File: src/rtl/id_ex_register.sv
// ID/EX pipeline register: two-entry skid buffer with a registered ready, a stall counter and
// optional writeback bypass of captured and held operands (enable with ID_EX_BYPASS_EN).
module id_ex_register (
  input  logic        clock,
  input  logic        reset_n,
  input  logic        in_valid,
  output logic        in_ready,
  input  logic [4:0]  rs,
  input  logic [4:0]  rt,
  input  logic [4:0]  rd,
  input  logic [31:0] readData1,
  input  logic [31:0] readData2,
  input  logic [31:0] imm,
  input  logic [15:0] ctrl,
  input  logic        wb_regWrite,
  input  logic [4:0]  wb_writeRegister,
  input  logic [31:0] wb_writeData,
  input  logic        flush,
  output logic        out_valid,
  input  logic        out_ready,
  output logic [4:0]  out_rs,
  output logic [4:0]  out_rt,
  output logic [4:0]  out_rd,
  output logic [31:0] out_data1,
  output logic [31:0] out_data2,
  output logic [31:0] out_imm,
  output logic [15:0] out_ctrl,
  output logic [15:0] stall_count
);

  typedef struct packed {
    logic [4:0]  rs;
    logic [4:0]  rt;
    logic [4:0]  rd;
    logic [31:0] data1;
    logic [31:0] data2;
    logic [31:0] imm;
    logic [15:0] ctrl;
  } entry_t;

  typedef enum logic [1:0] {StEmpty, StOne, StTwo} state_e;

  state_e      state_q, state_d;
  entry_t      head_q, head_d;
  entry_t      skid_q, skid_d;
  logic        in_ready_q, in_ready_d;
  logic        out_valid_q, out_valid_d;
  logic [15:0] stall_q, stall_d;

  entry_t      in_entry, head_cur, skid_cur;
  logic        accept, deliver;

`ifdef ID_EX_BYPASS_EN
  // A nonzero write address never matches index 0, so zeroed operands stay zero.
  function automatic entry_t bypass(entry_t e, logic we, logic [4:0] wa, logic [31:0] wd);
    entry_t r;
    r = e;
    if (we && (wa != 5'd0)) begin
      if (e.rs == wa) r.data1 = wd;
      if (e.rt == wa) r.data2 = wd;
    end
    return r;
  endfunction
`else
  logic unused_wb;
  assign unused_wb = ^{wb_regWrite, wb_writeRegister, wb_writeData};
`endif

  assign accept  = in_valid & in_ready_q;
  assign deliver = out_valid_q & out_ready;

  always_comb begin
    in_entry.rs    = rs;
    in_entry.rt    = rt;
    in_entry.rd    = rd;
    in_entry.data1 = (rs == 5'd0) ? 32'd0 : readData1;
    in_entry.data2 = (rt == 5'd0) ? 32'd0 : readData2;
    in_entry.imm   = imm;
    in_entry.ctrl  = ctrl;
    head_cur       = head_q;
    skid_cur       = skid_q;
`ifdef ID_EX_BYPASS_EN
    in_entry = bypass(in_entry, wb_regWrite, wb_writeRegister, wb_writeData);
    head_cur = bypass(head_q, wb_regWrite, wb_writeRegister, wb_writeData);
    skid_cur = bypass(skid_q, wb_regWrite, wb_writeRegister, wb_writeData);
`endif
  end

  always_comb begin
    state_d = state_q;
    head_d  = head_cur;
    skid_d  = skid_cur;
    if (flush) begin
      state_d = StEmpty;
      head_d  = '0;
      skid_d  = '0;
    end else begin
      unique case (state_q)
        StEmpty: begin
          if (accept) begin
            head_d  = in_entry;
            state_d = StOne;
          end
        end
        StOne: begin
          if (accept && !deliver) begin
            skid_d  = in_entry;
            state_d = StTwo;
          end else if (accept && deliver) begin
            head_d  = in_entry;
          end else if (deliver) begin
            state_d = StEmpty;
          end
        end
        StTwo: begin
          if (deliver) begin
            head_d  = skid_cur;
            state_d = StOne;
          end
        end
        default: state_d = StEmpty;
      endcase
    end
    in_ready_d  = (state_d != StTwo);
    out_valid_d = (state_d != StEmpty);
  end

  always_comb begin
    stall_d = stall_q;
    if (out_valid_q && !out_ready && (stall_q != 16'hFFFF)) stall_d = stall_q + 16'd1;
  end

  always_ff @(posedge clock or negedge reset_n) begin
    if (!reset_n) begin
      state_q     <= StEmpty;
      head_q      <= '0;
      skid_q      <= '0;
      in_ready_q  <= 1'b1;
      out_valid_q <= 1'b0;
      stall_q     <= '0;
    end else begin
      state_q     <= state_d;
      head_q      <= head_d;
      skid_q      <= skid_d;
      in_ready_q  <= in_ready_d;
      out_valid_q <= out_valid_d;
      stall_q     <= stall_d;
    end
  end

  assign in_ready    = in_ready_q;
  assign out_valid   = out_valid_q;
  assign out_rs      = head_q.rs;
  assign out_rt      = head_q.rt;
  assign out_rd      = head_q.rd;
  assign out_data1   = head_q.data1;
  assign out_data2   = head_q.data2;
  assign out_imm     = head_q.imm;
  assign out_ctrl    = head_q.ctrl;
  assign stall_count = stall_q;

endmodule
File: config.mk
export PLATFORM = sky130hd
export DESIGN_NAME = id_ex_register
export DESIGN_NICKNAME = d
export VERILOG_FILES = /design/src/rtl/id_ex_register.sv
export SDC_FILE = /design/constraint.sdc
export NUM_CORES = 1
export LEC_CHECK = 0
export ABC_CLOCK_PERIOD_IN_PS = 5200
export BUFFER_PORTS_ARGS = -buffer_cell sky130_fd_sc_hd__buf_2
export CORE_UTILIZATION = 29
export CTS_BUF_LIST = sky130_fd_sc_hd__clkbuf_8
export DETAILED_ROUTE_END_ITERATION = 7
export HOLD_SLACK_MARGIN = 0.06
export SLEW_MARGIN = 20
export SYNTH_ARGS = -nofsm -noshare
export SYNTH_HDL_FRONTEND = slang
export SYNTH_SLANG_ARGS = --single-unit
File: constraint.sdc
create_clock -name clock -period 5.2 [get_ports clock]
set_input_delay 0.26 -clock clock [delete_from_list [all_inputs] [get_ports clock]]
set_output_delay 0.26 -clock clock [all_outputs]
set_load 0.1 [all_outputs]
==> impl_metrics.ini, run 1 <==
[status]
status = completed

[route]
vias = 10000
antenna_left = 0
drt-wirelength-per-cell_um = 18.3
viasPerCell = 5.12
drc_errors = 0
drt_iter0_drc = 601
first_pass_iters = 5
wl_um = 35700

[synthesis]
synth_area_sq_um = 11400
synth_area_per_cell_sq_um = 11.1
syn_nets = 1201
synth_compound_area_frac = 0.208
ys_ff_latch = 274
synth-async-reset-ratio = 1.00
yosysWarnings = 0
synth-edff-count = 0
yosysSeqAreaShare = 0.600
synth_ff_type = dfrtp_1
ys_types = 43
yosys.area_share.adder = 0.00110
synth_xor_area_frac = 0.0107
syn_inst = 1030
synth_top_family_by_area = compound AO/OA/AOI/OAI gates
synth_mux_area_frac = 0.000986
yosys.area_share.simple = 0.137

[finish]
n_fill_cell = 3790
layout_common_cells = buf_2 (274), dfrtp_1 (273), nand2_1 (139)
drive_above_1_share = 0.258
final_common_cell = buf_2
nets = 1576
area_growth_pct = 34.8

[clocking]
cts_buffer_depth = 3
cts.sinks = 274
cts.clk_slew.worst_paths_ns = 0.06
clock_latency_ns = 0.60
post_cts_resized = 0
cts_tree = done
numCtsBuffers = 50
cts_root_buf = clkbuf_8
cts_max_level = 2

[power_and_ir_drop]
ir_drop_mv = 0.244
powerDensity_nw_per_um2 = 419
power_mw = 6.45
p_leak_nw = 7.49

[critical_path]
endpoint_kind = flop
required_ns = 5.68
r2r_start = state_q[1]
cp_data_arrival_time_ns = 3.15
path_max_fanout = 48
rr_worst_depth = 4
timing.rr.end = out_rd[3]
critical_path.startpoint_type = flop
rrSetupSlack_ns = 2.52
critPathKind = flop to flop

[sta]
min_period_over_period = 0.515
fin_tns_setup_ns = 0
max_slew_margin = 0.275
fmax_ghz = 0.374
min_period_ns = 2.68
rsz0062_at_grt = false
tightestPinTransition_ns = 1.08
hold_violations = 0
clock-skew-final_ns = 0.0135
setup_viol_count_final = 0
slew_viol_final = 0

[die]
die_x_um = 200
io_pins = 315
die_y_um = 200
fp-row-count = 72
dieArea_sq_um = 40200
start_util = 0.295
core_sq_um = 38700

[grt]
grt-ovfl-total = 0
antenna_found_initial = 1
grt_pass1_vias = 10470
grt.total_usage = 0.178
grt_pass1_wl_um = 57600
grt_max_degree = 112

[place]
gp_congestion = 0.789
port_buffers = 276
dpl.hpwl_um = 20200

[flow_run]
maxCapViolCount = 0

[worst_hold_path]
hp-class = input pin to async pin
-- layout make-up --
class                      instances  area [sq um]  area share
clock buffer                      61           840      0.0545
inverter                           5          18.8     0.00122
tap                              518           648      0.0421
sequential                       274          6860       0.445
timing repair buffer             419          2800       0.182
clock inverter                    19          75.1     0.00488
antenna                            1          2.50    0.000163
multi-input combinational        655          4150       0.270
-- layer usage --
| metal | global-route usage | vias up | share of wire |
|---|---|---|---|
| met1 | 0.226 | 5009 | 0.43 |
| met5 | 0 | - | 0 |
| met2 | 0.293 | 366 | 0.47 |
| li1 | - | 4556 | - |
| met3 | 0.0458 | 69 | 0.070 |
| met4 | 0.0632 | 0 | 0.024 |
-- where the power goes --
part | total [mW] | internal (mW) | switching, mW
registers | 2.46 | 2.33 | 0.127
clock network | 1.93 | 1.04 | 0.893
logic | 2.06 | 0.405 | 1.65
total | 6.45 | 3.78 | 2.67
-- stage by stage --
stage                     instance area, sq um  cells  hold slack, ns  utilization  setup slack (ns)
after floorplan                          11400   1030         -0.0356            -              2.72
after global placement                   13200   1742           0.288        0.340              2.58
after detailed placement                 13200   1742           0.301        0.340              2.50
after CTS                                15400   1951           0.178        0.397              2.50
after global routing                     15400   1952           0.245        0.397              2.33
final                                    15400   1952           0.250        0.397              2.52
-- worst max-delay path: stages (launching register included) --
cell and delay (ns):
dfrtp_1 0.51, nor2b_4 0.88, buf_4 0.66, nand2_1 0.12, a311oi_1 0.36
-- logic make-up after synthesis --
family / count (synthesis)
XOR/XNOR: 14
adder cells (fa/ha/maj): 1
AO/OA/AOI/OAI: 270
AND/OR/NAND/NOR: 369
flip-flops: 274
multiplexers: 1
buffers and inverters: 101
-- cells in the mapped netlist (all sizes together) (3+ instances only) --
cell,count,area share
nand4,4,0.0022
nor2,133,0.044
nand3,8,0.0035
a22o,127,0.097
clkbuf,30,0.0099
dfrtp,273,0.60
buf,66,0.031
nor3,69,0.030
nor4,3,0.0022
xnor2,7,0.0054
inv,5,0.0016
nand2,139,0.046
xor2,7,0.0054
a221oi,64,0.049
a21oi,4,0.0027
a21boi,3,0.0023
nor2b,3,0.0016
a311oi,63,0.048
-- state kept, by name, summed over array words and instances, names as in the netlist --
| signal | flops |
|---|---|
| stall_count | 16 |
| out_ctrl | 16 |
| state_q | 2 |
| in_ready | 1 |
| skid_cur | 127 |
| out_valid | 1 |
| out_rs | 5 |
| out_data1 | 32 |
| out_imm | 32 |
| out_rd | 5 |
| out_data2 | 32 |
| out_rt | 5 |
-- repair_timing --
item	4_1_cts	5_1_grt
hold endpoints to repair	331	0
hold buffers	129	0
endpoints found under the setup margin	0	0
buffers inserted	0	0
-- worst max path at each step --
stage,from,end,slack (ns),cells past startpoint
after global placement,state_q[1],out_data1[17],2.58,4
after CTS,state_q[1],out_imm[17],2.50,4
final,state_q[1],out_rd[3],2.52,4
after global routing,state_q[1],out_imm[29],2.33,4
after detailed placement,state_q[1],out_data2[3],2.50,4
after floorplan,stall_count[0],stall_count[13],2.72,5
(Power assumes the default switching activity.)
==> run 2, diff against run 1 <==
--- a/config.mk
+++ b/config.mk
@@ -5,7 +5,8 @@
 export SDC_FILE = /design/constraint.sdc
 export NUM_CORES = 1
 export LEC_CHECK = 0
-export ABC_CLOCK_PERIOD_IN_PS = 5200
+export ABC_AREA = 1
+export ABC_CLOCK_PERIOD_IN_PS = 2600
 export BUFFER_PORTS_ARGS = -buffer_cell sky130_fd_sc_hd__buf_2
 export CORE_UTILIZATION = 29
 export CTS_BUF_LIST = sky130_fd_sc_hd__clkbuf_8
==> constraint.sdc (replaced) <==
create_clock -name clock -period 2.6 [get_ports clock]
set_input_delay 0.13 -clock clock [delete_from_list [all_inputs] [get_ports clock]]
set_output_delay 0.13 -clock clock [all_outputs]
set_load 0.1 [all_outputs]
==> impl_metrics.ini, run 2 <==
[status]
status = completed

[synthesis]
synth_top_cells_by_area = dfrtp_1 (54%), nand2_1 (15%), nand3_1 (5.4%)
synth_area_sq_um = 12700
synth-edff-count = 0
synthTopCellsByCount = nand2_1 (511), dfrtp_1 (273), nand3_1 (136)
synth_top_area_share = 0.538
yosysWarnings = 0
yosysSeqAreaShare = 0.540
syn_nets = 1732
ys_ff_latch = 274
synth-async-reset-ratio = 1.00
synth_area_per_cell_sq_um = 8.13
synth_most_common_cell = nand2_1
yosys.area.top_type = dfrtp_1
synth_ff_type = dfrtp_1
ys_types = 24
syn_inst = 1561

[sta]
slew_viol_final = 0
tightestPinTransition_ns = 0.854
clock-skew-final_ns = 0.0177
rsz0062_at_grt = false
fin_tns_setup_ns = 0
min_period_over_period = 0.839
fmax_ghz = 0.458
max_slew_margin = 0.431
min_period_ns = 2.18
hold_violations = 0
setup_viol_count_final = 0

[die]
die_x_um = 211
io_pins = 315
start_util = 0.295
dieArea_sq_um = 44600
fp-row-count = 76
core_sq_um = 43100
die_y_um = 211

[power_and_ir_drop]
p_leak_nw = 8.76
ir_drop_mv = 0.588
powerDensity_nw_per_um2 = 834

[critical_path]
path_max_fanout = 2
endpoint_kind = flop
critical_path.startpoint_type = flop
rr_worst_depth = 7
required_ns = 3.09
cp_data_arrival_time_ns = 2.67
critPathKind = flop to flop

[finish]
nets = 2104
final_common_cell = nand2_1
layout_common_cells = nand2_1 (507), buf_2 (275), dfrtp_1 (273)
final_util = 0.394
stdcell_count = 2558
largest_reg_flops = 127
drive_above_1_share = 0.197
area_growth_pct = 33.9

[place]
dp.cells = 2335
dpl.hpwl_um = 23800
gp_congestion = 0.826
port_buffers = 276

[clocking]
clock_latency_ns = 0.61
cts.sinks = 274
cts_buffer_depth = 3
cts_max_level = 2
cts_root_buf = clkbuf_8
cts_tree = done
postCtsHoldBufs = 131
numCtsBuffers = 50
cts.clk_slew.worst_paths_ns = 0.06
post_cts_resized = 0
postCtsSetupBuffers = 0

[worst_hold_path]
holdPathStages = 5
hp-class = input pin to flop

[route]
drt-wirelength-per-cell_um = 15.6
viasPerCell = 4.76
wl_um = 39800
first_pass_iters = 5
vias = 12188
antenna_left = 0
drt_iter0_drc = 795
drc_errors = 0

[grt]
grt_pass1_vias = 12417
grt.total_usage = 0.180
grt_max_degree = 135
antenna_found_initial = 4
grt-ovfl-total = 0
grt_pass1_wl_um = 64500

[flow_run]
maxCapViolCount = 0
==> run 2: critical path, stage by stage, from the launching register on <==
cell,delay [ns]
dfstp_2,0.54
nand2_1,0.10
nand2_1,0.09
inv_1,0.05
nor2_1,0.10
dlygate4sd3_1,0.58
nor2_1,0.05
dlygate4sd3_1,0.55
==> run 2: kinds of logic (layout without fill, tap and decap cells) <==
| family | count (synthesis) | after routing | synth area share |
|---|---|---|---|
| DFF | 274 | 274 | 0.540 |
| other | 0 | 4 | 0 |
| adders and majority gates | 1 | 1 | 0.000986 |
| and+or+nand+nor | 742 | 742 | 0.254 |
| AOI/OAI and AO/OA | 330 | 330 | 0.131 |
| buffers and inverters | 206 | 614 | 0.0683 |
| xor gates and xnor gates | 8 | 8 | 0.00552 |
==> run 2: routing by layer <==
metal,vias up,share of wire,track usage
met5,-,0,0
met4,0,0.025,0.0627
met3,72,0.067,0.0433
met2,338,0.46,0.292
met1,5923,0.45,0.233
li1,5855,-,-
==> run 2: path summary, 6_finish.rpt <==
kind	startpoint	to	slack, ns
min	out_ready	stall_count[10]	0.11
min reg2reg	out_ctrl[8]	out_ctrl[8]	0.46
min in group asynchronous	reset_n	skid_cur[16]	0.12
max in group asynchronous	reset_n	skid_cur[84]	1.60
max	in_ready	state_q[0]	0.42
max reg2reg	in_ready	state_q[0]	0.42
==> run 2: final cells by class <==
cell class	instances	area (sq um)
fillers	4371	26100
flip-flops and latches	274	6860
multi-input cells	1081	5000
repair buffers	436	3060
clock buffers	63	867
well taps	585	732
inverters	90	344
clock inverters	25	128
diodes	4	10.0
==> run 2: where the power goes <==
part | internal [mW] | switching [mW] | total [mW]
combinational | 0.917 | 4.07 | 4.98
clock | 2.26 | 1.87 | 4.13
sequential | 4.75 | 0.300 | 5.05
total | 7.93 | 6.24 | 14.2
==> run 2: stage by stage <==
| stage | instance area [sq um] | power (mW) | hold WS [ns] | setup WS, ns |
|---|---|---|---|---|
| after floorplan | 12700 | 8.86 | -0.166 | 0.328 |
| after global placement | 14700 | 9.91 | 0.175 | 0.552 |
| after detailed placement | 14700 | 9.95 | 0.180 | 0.500 |
| after CTS | 17000 | 14.3 | 0.0647 | 0.464 |
| after global routing | 17000 | 14.8 | 0.0991 | 0.237 |
| final | 17000 | 14.2 | 0.111 | 0.418 |
